$ cat config.mk
export PLATFORM = sky130hd
export DESIGN_NAME = ym3438_dac_mixer
export DESIGN_NICKNAME = d
export VERILOG_FILES = /design/src/rtl/ym3438_mix_pkg.sv /design/src/rtl/ym3438_mix_acc.sv /design/src/rtl/ym3438_dac_mixer.sv
export SDC_FILE = /design/constraint.sdc
export NUM_CORES = 1
export LEC_CHECK = 0
export ABC_AREA = 1
export CORE_UTILIZATION = 30
export DETAILED_ROUTE_END_ITERATION = 6
export GPL_TIMING_DRIVEN = 0
export SYNTH_ARGS = -nofsm -noshare
export SYNTH_HDL_FRONTEND = slang
export SYNTH_HIERARCHICAL = 1
export SYNTH_SLANG_ARGS = --single-unit
export TNS_END_PERCENT = 30
$ cat constraint.sdc
create_clock -name MCLK -period 1.63 [get_ports MCLK]
set_input_delay 0.489 -clock MCLK [delete_from_list [all_inputs] [get_ports MCLK]]
set_output_delay 0.489 -clock MCLK [all_outputs]
set_load 0.02 [all_outputs]
$ cat src/rtl/ym3438_mix_pkg.sv
// Shared constants and helpers for the YM3438 DAC output mixer.
// Channel samples arrive offset-binary and are summed as two's complement.
package ym3438_mix_pkg;

  localparam int NUM_CH_DEF = 6;
  localparam int ACC_W_DEF  = 12;
  localparam int OUT_W_DEF  = 16;

  // Offset binary (256 = zero) to signed: flipping the MSB re-centres the range.
  function automatic logic signed [8:0] off_to_signed(input logic [8:0] v);
    return {~v[8], v[7:0]};
  endfunction

endpackage

$ cat src/rtl/ym3438_mix_acc.sv
// One pan-gated signed accumulator lane; loads on the first slot of a frame,
// adds on every other enabled slot.
module ym3438_mix_acc
  import ym3438_mix_pkg::*;
#(
  parameter int ACC_W = ACC_W_DEF
) (
  input  logic                    MCLK,
  input  logic                    IC,
  input  logic                    en,
  input  logic                    load,
  input  logic                    gate,
  input  logic signed [8:0]       sample,
  output logic signed [ACC_W-1:0] acc
);

  logic signed [ACC_W-1:0] contrib;

  always_comb begin
    contrib = '0;
    if (gate) contrib = {{(ACC_W-9){sample[8]}}, sample};
  end

  // NOTE: sequential state uses non-blocking assignments so every register
  // samples pre-edge values, regardless of block ordering.
  always_ff @(posedge MCLK or negedge IC) begin
    if (!IC) begin
      acc <= '0;
    end else if (en) begin
      if (load) acc <= contrib;
      else      acc <= acc + contrib;   // wraps by design; range cannot overflow
    end
  end

endmodule

$ cat src/rtl/ym3438_dac_mixer.sv
// Captures time-multiplexed channel outputs, pans them into stereo sums and
// presents one stereo sample per frame with a single-MCLK valid strobe.
module ym3438_dac_mixer
  import ym3438_mix_pkg::*;
#(
  parameter int NUM_CH = NUM_CH_DEF,
  parameter int ACC_W  = ACC_W_DEF,
  parameter int OUT_W  = OUT_W_DEF
) (
  input  logic                    MCLK,
  input  logic                    IC,
  input  logic                    c1,
  input  logic [8:0]              ch_out,
  input  logic [1:0]              ch_pan,
  input  logic                    ch_valid,
  input  logic                    frame_sync,
  input  logic                    err_clr,
  output logic signed [OUT_W-1:0] out_l,
  output logic signed [OUT_W-1:0] out_r,
  output logic                    out_valid,
  output logic                    frame_err
);

  localparam int CNT_W = 3;
  localparam logic [CNT_W-1:0] CNT_MAX = '1;

  logic signed [8:0]       sample;
  logic signed [ACC_W-1:0] acc_l, acc_r;
  logic [CNT_W-1:0]        slot_cnt;
  logic                    primed;
  logic                    emit;
  logic                    err_set;

  assign sample  = off_to_signed(ch_out);
  assign emit    = c1 && frame_sync && primed;
  assign err_set = emit && (slot_cnt != CNT_W'(NUM_CH));

  ym3438_mix_acc #(.ACC_W(ACC_W)) u_acc_l (
    .MCLK   (MCLK),
    .IC     (IC),
    .en     (c1),
    .load   (frame_sync),
    .gate   (ch_valid & ch_pan[1]),
    .sample (sample),
    .acc    (acc_l)
  );

  ym3438_mix_acc #(.ACC_W(ACC_W)) u_acc_r (
    .MCLK   (MCLK),
    .IC     (IC),
    .en     (c1),
    .load   (frame_sync),
    .gate   (ch_valid & ch_pan[0]),
    .sample (sample),
    .acc    (acc_r)
  );

  always_ff @(posedge MCLK or negedge IC) begin
    if (!IC) begin
      out_l     <= '0;
      out_r     <= '0;
      out_valid <= 1'b0;
      frame_err <= 1'b0;
      slot_cnt  <= '0;
      primed    <= 1'b0;
    end else begin
      out_valid <= 1'b0;
      if (emit) begin
        // Sign-extend then shift left by OUT_W-ACC_W: the sum fills the top bits.
        out_l     <= {acc_l, {(OUT_W-ACC_W){1'b0}}};
        out_r     <= {acc_r, {(OUT_W-ACC_W){1'b0}}};
        out_valid <= 1'b1;
      end
      if (c1) begin
        if (frame_sync) begin
          slot_cnt <= {{(CNT_W-1){1'b0}}, ch_valid};
          primed   <= 1'b1;
        end else if (ch_valid && slot_cnt != CNT_MAX) begin
          slot_cnt <= slot_cnt + 1'b1;
        end
        if (err_set)      frame_err <= 1'b1;
        else if (err_clr) frame_err <= 1'b0;
      end
    end
  end

endmodule

==> run_results.csv <==
group,metric,value,unit
setup_path,rr_worst_depth,9,
timing,min_period_over_period,113,%
cells_and_area,nFillCells,1110,
logic_synthesis,synth_commonest_cells,"nand2_1 (194), inv_1 (76), dfrtp_1 (54)",
setup_path,path_cells,"buf_12, nand2_8, inv_6, nand2_2, inv_2, ha_4, inv_4, fa_2, nor2_4, nor2_4, buf_6, xnor2_2, o21ai_1, o21ai_1",
hold_path,hp-class,"in2async",
global_route,grt_start_max_net_pins,33,
clocking,cts_root_buffer,"clkbuf_16",
setup_path,cp_slowest_stage_delay,0.40,ns
clocking,clk_pin_slew_worst_paths,0.07,ns
cells_and_area,seq_area,0.00135,sq mm
global_route,grt_overflow_total,0,
global_route,antenna_found_initial,0,
logic_synthesis,syn_area,0.00378,sq mm
cells_and_area,multi_input_area,0.00279,sq mm
logic_synthesis,synth_cells,547,
cells_and_area,drive_above_1_share,35.3,%
global_route,grt_pass1_vias,3812,
clocking,h-tree-depth,2,
floorplanning,ios,51,
logic_synthesis,synth_edf_count,0,
power_and_ir_drop,swShare,37.1,%
outcome,violations,"setup timing",
setup_path,setup.worst_path.class,"in2reg",
clocking,cts_buffer_depth,2,
placed_design,dp_hpwl,7650,microns
timing,worst_pin_slew,0.542,ns
setup_path,worstPathArrival,2.02,ns
cells_and_area,final_core_util,46.7,%
timing,slew_violations,0,
drt,routed_wl,11100,microns
setup_path,critPathCaptureType,"flip-flop",
clocking,cts.sinks,54,
logic_synthesis,yosys.area.top_type,"dfrtp_1",
floorplanning,dieArea,0.0130,sq mm
power_and_ir_drop,p_clk_share,23.8,%
power_and_ir_drop,comb_power_share,38.1,%
floorplanning,fp.dieH,114,microns
power_and_ir_drop,p_sw,1.69,mW
global_route,grt_pass1_wl,18500,microns
power_and_ir_drop,power.internal,2.86,mW
floorplanning,start_util,31.1,%
logic_synthesis,synthDistinctLibCells,25,
timing,grt_setup_unrepaired,"true",
power_and_ir_drop,power_frac_seq,38.1,%
drt,routed_via_density,4.69,
timing,worst_slack,-0.209,ns
power_and_ir_drop,irDropWorstVdd,0.399,mV
drt,drc,0,
drt,dr.pass1.iters,5,
floorplanning,core,0.0122,sq mm
timing,slew_headroom,63.8,%
logic_synthesis,synth-async-reset-ratio,100,%
setup_path,cp_max_fo,3,
cells_and_area,final_nets,683,
timing,fin_crit,1.84,ns
run,maxCapViolCount,0,
setup_path,rr_endpoint,"u_acc_l/acc[4]",
timing,fmax,544,MHz
outcome,outcome,"complete, but fails checks",
setup_path,r2r_slack,-0.17,ns
floorplanning,rows,40,
logic_synthesis,synth_ff_type,"dfrtp_1",
setup_path,crit_path_start_kind,"primary input",
power_and_ir_drop,power.total,4.55,mW
drt,dr_total_vias,3790,
setup_path,timing.rr.start,"u_acc_l/acc[0]",
logic_synthesis,synthTopCellsByArea,"dfrtp_1 (36%), nand2_1 (19%), ha_1 (8.3%)",
clocking,cts_tree,"built",
drt,drtAntennaViolNets,0,
setup_path,crit_required,1.82,ns
placed_design,placement.io_buffers,42,
power_and_ir_drop,p_leak,2.94,nW
placed_design,place.gp.congestion,0.856,
clocking,cts_buffers,5,
logic_synthesis,synth_top_area_share,35.8,%
setup_path,cp_slowest_cell,"fa_2",
cells_and_area,area_growth,50.5,%
logic_synthesis,synth_area_per_cell,6.91,sq um
logic_synthesis,synth.most_common_cell,"nand2_1",
timing,final_hold_viol_count,0,
logic_synthesis,ys_seq_area_share,35.8,%
logic_synthesis,synth_seq_cells,54,
floorplanning,die_w,114,microns
clocking,worstSkewPairLatency,0.30,ns
global_route,track_usage,17.7,%
timing,setup_viol,20,
drt,drt_iter0_drc,307,
power_and_ir_drop,p_per_area,800,mW/mm^2
logic_synthesis,yosys_warnings,6,
drt,routedWlPerCell,13.7,microns
timing,fin_skew,0.00618,ns
cells_and_area,n_antenna_cell,0,
[power groups by stage]
stage | clock network, mW | registers [mW] | logic (mW)
final | 1.08 | 1.73 | 1.73
after global routing | 1.17 | 1.76 | 1.89
after CTS | 1.11 | 1.73 | 1.66
after detailed placement | 0 | 1.73 | 1.30
after global placement | 0 | 1.72 | 1.27
after floorplan | 0 | 1.81 | 0.709
[how the worst max path moves through the flow]
| stage | startpoint | to | cells after the start |
|---|---|---|---|
| after detailed placement | ch_valid | u_acc_r/acc[6] | 16 |
| after CTS | ch_valid | u_acc_r/acc[6] | 15 |
| after global placement | IC | out_valid | 1 |
| after floorplan | ch_pan[1] | u_acc_l/acc[6] | 15 |
| after global routing | ch_valid | u_acc_l/acc[4] | 14 |
| final | ch_valid | u_acc_l/acc[4] | 14 |
[sequential cells by signal (all words and copies together), names as in the netlist]
| signal | flops |
|---|---|
| out_r | 12 |
| u_acc_r/acc | 12 |
| out_valid | 1 |
| slot_cnt | 3 |
| u_acc_l/acc | 12 |
| primed | 1 |
| out_l | 12 |
| frame_err | 1 |
[area by class of cell]
type	instances	area share [%]
Multi-Input combinational cell	400	49.1
Sequential cell	54	23.8
Timing Repair Buffer	79	12.4
Inverter	77	5.57
Tap cell	168	3.70
Buffer	21	2.66
Clock buffer	5	2.20
Clock inverter	3	0.418
Timing Repair inverter	1	0.198
[kinds of logic (layout without fill, tap and decap cells)]
logic type | Yosys count | count (layout) | synth area share (%)
xor gates and xnor gates | 10 | 10 | 2.32
DFF | 54 | 54 | 35.8
other | 1 | 8 | 0.0993
and+or+nand+nor | 270 | 270 | 29.0
buffers and inverters | 100 | 186 | 11.8
AOI/OAI and AO/OA | 85 | 85 | 11.7
adders and majority gates | 27 | 27 | 9.34
[layout by cell type (no fill, tap or decap), drive strengths merged, types with 2 or more instances in the layout]
master	instances
clkdlybuf4s15	3
ha	25
xor2	6
nand2	195
nand4	6
nand3	26
clkinvlp	2
conb	8
dfrtp	54
o21ai	47
dlygate4sd2	33
inv	79
fa	2
nand3b	4
xnor2	4
a21oi	38
clkbuf	8
buf	60
nor2	39
[what timing repair did]
action / CTS / global route
setup buffers: 33 / 3
cloned: 1 / 0
hold buffers: 0 / 0
pin swaps: 83 / 36
hold endpoints to repair: 0 / 0
resized for setup: 243 / 22
endpoints found under the setup margin: 80 / 21
[worst max-delay path, delay by kind of cell]
kind                       cells  cell delay (ns)
and+or+nand+nor                4             0.30
buffers and inverters          5             0.36
adders and majority gates      2             0.55
AOI/OAI and AO/OA              2             0.21
xor gates and xnor gates       1             0.11
[layer usage]
| layer | wire length [microns] | track usage [%] | vias to the layer above |
|---|---|---|---|
| li1 | - | - | 1883 |
| met5 | 0 | 0 | - |
| met2 | 5240 | 29.9 | 105 |
| met4 | 180 | 4.94 | 0 |
| met1 | 5110 | 23.7 | 1786 |
| met3 | 520 | 2.22 | 16 |
[stage by stage]
stage | setup TNS, ns | instances | setup slack (ns) | hold slack [ns] | instance area (sq um)
final | -1.76 | 808 | -0.209 | 0.171 | 5680
after global routing | -3.29 | 808 | -0.272 | 0.218 | 5680
after CTS | -1.04 | 805 | -0.160 | 0.185 | 5580
after detailed placement | -42.14 | 765 | -1.24 | 0.469 | 4490
after global placement | -127.02 | 764 | -1.62 | 0.466 | 4480
after floorplan | -4.95 | 554 | -0.313 | 0.193 | 3850
Power figures use the tool's default switching activity.
